`config.mk`:
```
export PLATFORM = sky130hd
export DESIGN_NAME = ws2812_framebuf
export DESIGN_NICKNAME = d
export VERILOG_FILES = /design/src/rtl/ws_fb_pkg.sv /design/src/rtl/ws_fb_ram.sv /design/src/rtl/ws2812_framebuf.sv
export SDC_FILE = /design/constraint.sdc
export NUM_CORES = 2
export LEC_CHECK = 0
export CAP_MARGIN = 20
export CORE_AREA = 2 2 521 523
export CTS_CLUSTER_SIZE = 30
export DETAILED_ROUTE_END_ITERATION = 10
export DIE_AREA = 0 0 523 525
export SYNTH_ARGS = -nofsm -noshare
export SYNTH_HDL_FRONTEND = slang
export SYNTH_SLANG_ARGS = --single-unit
```
`constraint.sdc`:
```
create_clock -name clk -period 2.51 [get_ports clk]
set_input_delay 0.502 -clock clk [delete_from_list [all_inputs] [get_ports clk]]
set_output_delay 0.502 -clock clk [all_outputs]
set_load 0.03 [all_outputs]
```
`src/rtl/ws_fb_pkg.sv`:
```
// Shared constants for the WS2812 double-buffered frame store.
// Latency: n/a (declarations only).
// Backpressure: n/a.
package ws_fb_pkg;

    localparam int COLOR_W    = 24;
    localparam int CH_W       = 8;

    // GRB channel slices within a packed colour word
    localparam int G_HI       = 23;
    localparam int G_LO       = 16;
    localparam int R_HI       = 15;
    localparam int R_LO       = 8;
    localparam int B_HI       = 7;
    localparam int B_LO       = 0;

    localparam int N_LEDS_DEF = 64;
    localparam int ADDR_W_DEF = 6;

    // Shift every 8-bit channel right by the same amount (brightness scaling).
    function automatic logic [COLOR_W-1:0] dim_color(input logic [COLOR_W-1:0] c,
                                                     input logic [2:0]         sh);
        logic [CH_W-1:0] g, r, b;
        g = c[G_HI:G_LO] >> sh;
        r = c[R_HI:R_LO] >> sh;
        b = c[B_HI:B_LO] >> sh;
        return {g, r, b};
    endfunction

endpackage

```
`src/rtl/ws_fb_ram.sv`:
```
// Simple dual-port colour RAM: one write port, one registered read port.
// Latency: read data valid one cycle after re.
// Backpressure: none; both ports accept every cycle.
//
// Ports: clk; we/waddr/wdata write port; re/raddr/rdata registered read port.
// Contents are not reset so the array maps onto block RAM.
module ws_fb_ram #(
    parameter int AW    = 7,
    parameter int DEPTH = 128,
    parameter int W     = 24
) (
    input  logic          clk,
    input  logic          we,
    input  logic [AW-1:0] waddr,
    input  logic [W-1:0]  wdata,
    input  logic          re,
    input  logic [AW-1:0] raddr,
    output logic [W-1:0]  rdata
);

    logic [W-1:0] mem [DEPTH];

    always_ff @(posedge clk) begin
        if (we) begin
            mem[waddr] <= wdata;
        end
        if (re) begin
            rdata <= mem[raddr];
        end
    end

endmodule

```
`src/rtl/ws2812_framebuf.sv`:
```
// Double-buffered GRB frame store: host writes back bank, serialiser fetches front bank.
// Latency: fetch edge at T -> rd_valid low at T+1, rd_color/rd_valid high at T+2.
// Backpressure: wr_ready low from commit until the bank swap at the end of the frame.
//
// Ports:
//   clk, rst_n                     clock, async active-low reset
//   wr_valid/wr_ready/wr_addr/wr_color  back-bank write handshake
//   wr_commit, commit_pend         swap request pulse / swap pending flag
//   rd_start/rd_addr               fetch strobe (rising edge) and LED index
//   rd_color/rd_valid              fetched colour, held until next fetch
//   dim_shift                      per-channel right shift, only with WS_FB_DIM_EN defined
// Optional feature macro: WS_FB_DIM_EN (brightness dimming on the fetch path).
module ws2812_framebuf
    import ws_fb_pkg::*;
#(
    parameter int N_LEDS = N_LEDS_DEF,
    parameter int ADDR_W = ADDR_W_DEF
) (
    input  logic               clk,
    input  logic               rst_n,
    input  logic               wr_valid,
    output logic               wr_ready,
    input  logic [ADDR_W-1:0]  wr_addr,
    input  logic [COLOR_W-1:0] wr_color,
    input  logic               wr_commit,
    output logic               commit_pend,
    input  logic               rd_start,
    input  logic [ADDR_W-1:0]  rd_addr,
    output logic [COLOR_W-1:0] rd_color,
    output logic               rd_valid
`ifdef WS_FB_DIM_EN
    ,
    input  logic [2:0]         dim_shift
`endif
);

    localparam int                RAM_AW    = ADDR_W + 1;
    localparam int                RAM_DEPTH = 2 << ADDR_W;
    localparam logic [ADDR_W:0]   N_LEDS_W  = (ADDR_W+1)'(N_LEDS);
    localparam logic [ADDR_W-1:0] LAST_ADDR = ADDR_W'(N_LEDS - 1);

    logic               rd_start_q;
    logic               front_bank;
    logic               fetch_edge;
    logic               s1_vld;     // fetch sampled last cycle, RAM data now available
    logic               s1_oob;
    logic               s1_last;
    logic               done_last;  // high in the cycle a fetch of the last LED is presented
    logic               swap_now;
    logic               rd_bank;
    logic               wr_fire;
    logic               ram_we;
    logic [COLOR_W-1:0] ram_rdata;
    logic [COLOR_W-1:0] color_out;
`ifdef WS_FB_DIM_EN
    logic [2:0]         s1_dim;
`endif

    assign fetch_edge = rd_start & ~rd_start_q;
    assign swap_now   = done_last & commit_pend;
    // A fetch issued in the swap cycle already belongs to the new frame.
    assign rd_bank    = front_bank ^ swap_now;
    assign wr_ready   = ~commit_pend;
    assign wr_fire    = wr_valid & wr_ready;
    assign ram_we     = wr_fire & ({1'b0, wr_addr} < N_LEDS_W);

    ws_fb_ram #(
        .AW    (RAM_AW),
        .DEPTH (RAM_DEPTH),
        .W     (COLOR_W)
    ) u_ram (
        .clk   (clk),
        .we    (ram_we),
        .waddr ({~front_bank, wr_addr}),
        .wdata (wr_color),
        .re    (fetch_edge),
        .raddr ({rd_bank, rd_addr}),
        .rdata (ram_rdata)
    );

`ifdef WS_FB_DIM_EN
    assign color_out = s1_oob ? '0 : dim_color(ram_rdata, s1_dim);
`else
    assign color_out = s1_oob ? '0 : ram_rdata;
`endif

    always_ff @(posedge clk or negedge rst_n) begin
        if (!rst_n) begin
            rd_start_q  <= 1'b0;
            front_bank  <= 1'b0;
            commit_pend <= 1'b0;
            rd_color    <= '0;
            rd_valid    <= 1'b0;
            s1_vld      <= 1'b0;
            s1_oob      <= 1'b0;
            s1_last     <= 1'b0;
            done_last   <= 1'b0;
`ifdef WS_FB_DIM_EN
            s1_dim      <= '0;
`endif
        end else begin
            rd_start_q <= rd_start;
            done_last  <= 1'b0;

            // A new edge always wins over an older fetch still in the pipe.
            if (fetch_edge) begin
                s1_vld   <= 1'b1;
                s1_oob   <= ~({1'b0, rd_addr} < N_LEDS_W);
                s1_last  <= (rd_addr == LAST_ADDR);
                rd_valid <= 1'b0;
`ifdef WS_FB_DIM_EN
                s1_dim   <= dim_shift;
`endif
            end else if (s1_vld) begin
                s1_vld    <= 1'b0;
                rd_color  <= color_out;
                rd_valid  <= 1'b1;
                done_last <= s1_last;
            end

            if (swap_now) begin
                front_bank  <= ~front_bank;
                commit_pend <= 1'b0;
            end else if (wr_commit && !commit_pend) begin
                commit_pend <= 1'b1;
            end
        end
    end

endmodule
```
==> key figures <==
Yosys
  – Post-Synth Simple-Gate Area: 0.0172
  – Sequential fraction of the synthesis area: 0.779
  – Compound-Gate Fraction of Synth Area: 0.0245
  – Post-Synth Adder-Cell Area: 0
  – Main combinational cell family by area after synthesis: multiplexers
  – Multiplexer share of the synthesized area: 0.163
  – Syn Nets: 5580
  – Syn avg cell area: between 20 and 25 µm²
  – Distinct cells, synth: 41
  – Post-synthesis xor/xnor area fraction: 0.0000728
  – Seq cells post-synth: roughly 3100
  – Yosys Warn Count: 0
  – Post-Syn Instances: 5539
  – Netlist Area Pre-Place: 120000 µm²

Pwr
  – Pwr dens: 764 nW/µm²
  – Clock power frac: 0.411
  – Sw frac: 0.217
  – Sequential share of power: 0.522
  – Switching power: 24.0 mW
  – Int Power: 86.4 mW
  – Logic pwr share: 0.067
  – Lkg Pwr: 47.8 nW
  – Max rail drop VDD: 0.000623 V

Cells and area
  – Final core occ: 0.537
  – Register area: 93700 µm²
  – Post-Layout Cell Count: 10300
  – Area of the multi-input gates: 25200 µm²
  – Fillers: roughly 20000
  – Share of cells above drive strength 1: 0.320
  – Area delta synth->final: 20.2%
  – Final Net Count: around 6600

Critical path
  – R2R Path Start: u_ram.mem[39][19]$_DFFE_PP_
  – Setup crit start: rd_addr[1]
  – WP data required: 3.09 ns
  – CP endpoint kind: flip-flop
  – Max FO, Critical Path: 53
  – Arrival @ worst endpoint: 3.12 ns
  – CP Class: primary input to flip-flop
  – Worst Setup Start Kind: primary input

Clock tree
  – Inserted Clock Buffers: roughly 330
  – CTS HTree Levels: 5
  – Post-CTS Setup Bufs: 0
  – Root buffer selected by CTS: clkbuf_16
  – CTS max path bufs: 4
  – Clock-pin slew on the worst setup and hold paths: 0.06 ns
  – CTS tree: yes
  – Clk sinks: 3127
  – Latest clock arrival within the worst-skew pair: 0.88 ns

Timing
  – Final setup TNS: -0.0303 ns
  – RSZ-0062 raised after global routing: false
  – Pins Over Slew Limit: 0
  – Setup ws final: -0.0303 ns
  – Skew final: 0.0541 ns
  – Slew @ Worst Pin: 1.05 ns
  – Final hold violations: 0
  – Crit share post-route: 1.01
  – Finish-stage setup viols: 1
  – Final min period: roughly 2.5 ns
  – Slew headroom: 0.303
  – Fmax achieved: 0.394 GHz

Floorplanning
  – Num ports: between 60 and 70
  – Core area: ~270000 µm²
  – Total Die Area: 275000 µm²
  – Cell row count: 191
  – Die Ht: 525 µm
  – Die W: between 500 and 600 µm
  – Initial Util: 0.447

GRT
  – Grt ovf: 0
  – Pin count of the biggest net entering global routing: 129
  – GRT Total Usage: 0.236
  – Vias in the first global route: 60600
  – Initial antenna violation count: 24
  – First-pass GRT wire length: 460000 µm

Run status
  – Status: finished, violations left
  – Failing checks: setup timing

Detailed routing
  – Post-detailed-route via-to-cell ratio: a little under 6
  – Drt wl/cell: around 32 µm
  – Starting DRT DRC Count: 7416
  – Drt pass-1 iters: 6
  – ANT nets after route: 0
  – Routed vias: 60900
  – DRC: 0
  – DRT Wirelength: 327000 µm

Place
  – Post-DP HPWL: around 200000 µm
  – Gpl congestion: 0.843
  – Cell count after placement: 9748
  – Port Buffers: 67

Min path
  – Hold Path Class: primary input to flip-flop
  – Hold Startpoint: wr_color[12]

Run
  – Max_cap viols: 0
metal layers:
layer,wire [µm],GRT usage,vias up,part of all wire
met3,26200,0.0401,487,0.080
li1,-,-,25200,-
met5,13,0,-,0.000040
met4,10700,0.0719,2,0.033
met1,133000,0.334,32600,0.41
met2,158000,0.377,2613,0.48
cell families after synthesis:
kind of cell | after synthesis
flops | 3127
mux | 1200
simple gates | 456
compound gates | 434
buf+inv | 321
xor+xnor | 1
final cells by class:
class	instances	share of cell area
diodes	10	0.000173
clock buffers	402	0.0592
flip-flops and latches	3127	0.648
repair buffers	960	0.0778
inverters	4	0.000104
well taps	3570	0.0309
clock inverters	164	0.00910
multi-input cells	2091	0.174
power by group through the flow:
stage	sequential [mW]	clock [mW]	combinational [mW]
floorplan	58.9	0	2.90
global placement	58.8	0	7.26
detailed placement	58.8	0	7.35
CTS	57.7	46.0	7.39
global route	57.7	48.0	7.69
finish	57.7	45.3	7.39
per-stage QoR:
| stage | setup slack [ns] | power (mW) | hold WS, ns | area [µm²] |
|---|---|---|---|---|
| after floorplan | -0.294 | 61.8 | 0.206 | 120000 |
| after global placement | -1.38 | 66.0 | 0.467 | 134000 |
| after detailed placement | -1.17 | 66.1 | 0.477 | 135000 |
| after CTS | 0.00870 | 111 | 0.00637 | 145000 |
| after global routing | 0.00222 | 113 | 0.0106 | 145000 |
| final | -0.0303 | 110 | 0.0629 | 145000 |
synthesized netlist by cell type:
master    count  area share
a22oi_1     113      0.0071
a221oi_1     31      0.0023
nor2_4        1    0.000094
or2_2         1    0.000052
o21ai_0      54      0.0022
clkbuf_4      2     0.00012
or3_1         1    0.000052
xor2_1        1    0.000073
or3b_1        2     0.00015
buf_1         4     0.00012
nor4_1       48      0.0025
nand3b_1      9     0.00056
dfrtp_1      31      0.0064
or3b_2        1    0.000073
buf_6        43      0.0040
and3_1       49      0.0025
mux2i_1     552       0.046
edfxtp_1   3096        0.77
buf_8         2     0.00025
a311oi_1     24      0.0017
and2_1        2     0.00010
buf_2       119      0.0050
mux2_2       35      0.0033
mux2_1       13      0.0012
nand2b_1      4     0.00021
nor2b_1       9     0.00047
inv_2         1    0.000031
o31ai_1      25      0.0016
buf_4        61      0.0038
mux4_2      600        0.11
a21oi_1      72      0.0030
nand3_1      13     0.00054
o211ai_1     17      0.0011
o21ai_1       2    0.000083
nand2_1      84      0.0026
o22ai_1      72      0.0037
a31o_2       24      0.0017
nand4_1       2     0.00010
nor2_1      230      0.0072
clkbuf_1     86      0.0027
inv_1         3    0.000094
flip-flops by register name (all words and copies together), names as in the netlist:
name,count
front_bank,1
s1_vld,1
u_ram.mem,3072
rd_start_q,1
rd_valid,1
s1_last,1
u_ram.rdata,24
done_last,1
rd_color,24
commit_pend,1
critical path: stages:
cell and delay (ns):
buf_8 0.23, buf_12 0.23, buf_12 0.32, mux4_2 0.40, mux2i_1 0.14, buf_4 0.15, o22ai_1 0.20, nor4_2 0.60
a22oi_1 0.19
final timing paths:
path / end / slack (ns) / cells after the start
max: u_ram.rdata[7]$_DFFE_PP_ / -0.03 / 9
min: u_ram.mem[58][12]$_DFFE_PP_ / 0.06 / 1
max reg2reg: u_ram.rdata[19]$_DFFE_PP_ / 0.01 / 7
min reg2reg: s1_last$_DFFE_PN0P_ / 0.49 / 2
max in group asynchronous: front_bank$_DFFE_PN0P_ / 1.74 / 2
min in group asynchronous: commit_pend$_DFFE_PN0P_ / 0.27 / 2
cell usage in the layout, fill, tap and decap left out, types with 11 or more instances in the layout:
| cell | instances |
|---|---|
| nor4_1 | 33 |
| o31ai_1 | 22 |
| buf_4 | 594 |
| nand2_1 | 84 |
| o211ai_1 | 17 |
| dfrtp_1 | 31 |
| mux2_1 | 13 |
| a21oi_1 | 72 |
| a311oi_1 | 23 |
| mux2_2 | 35 |
| buf_12 | 315 |
| clkinv_2 | 44 |
| mux4_2 | 600 |
| nor2_1 | 101 |
| nor4_2 | 14 |
| nor2_2 | 113 |
| edfxtp_1 | 3096 |
| clkbuf_16 | 331 |
| nand3_1 | 11 |
| clkinv_1 | 80 |
| clkdlybuf4s50_1 | 28 |
| o22ai_1 | 72 |
| and3_1 | 49 |
| a22oi_1 | 113 |
| a221oi_1 | 31 |
| o21ai_0 | 53 |
| nor2_4 | 17 |
| mux2i_1 | 551 |
| a31o_2 | 24 |
| bufinv_16 | 16 |
| clkbuf_1 | 70 |
timing repair:
| action | 4_1_cts | 5_1_grt |
|---|---|---|
| setup endpoints to repair | 21 | 8 |
| gates resized for setup | 22 | 9 |
| endpoints found under the hold margin | 42 | 0 |
| hold buffers | 4 | 0 |
Power figures use the tool's default switching activity.
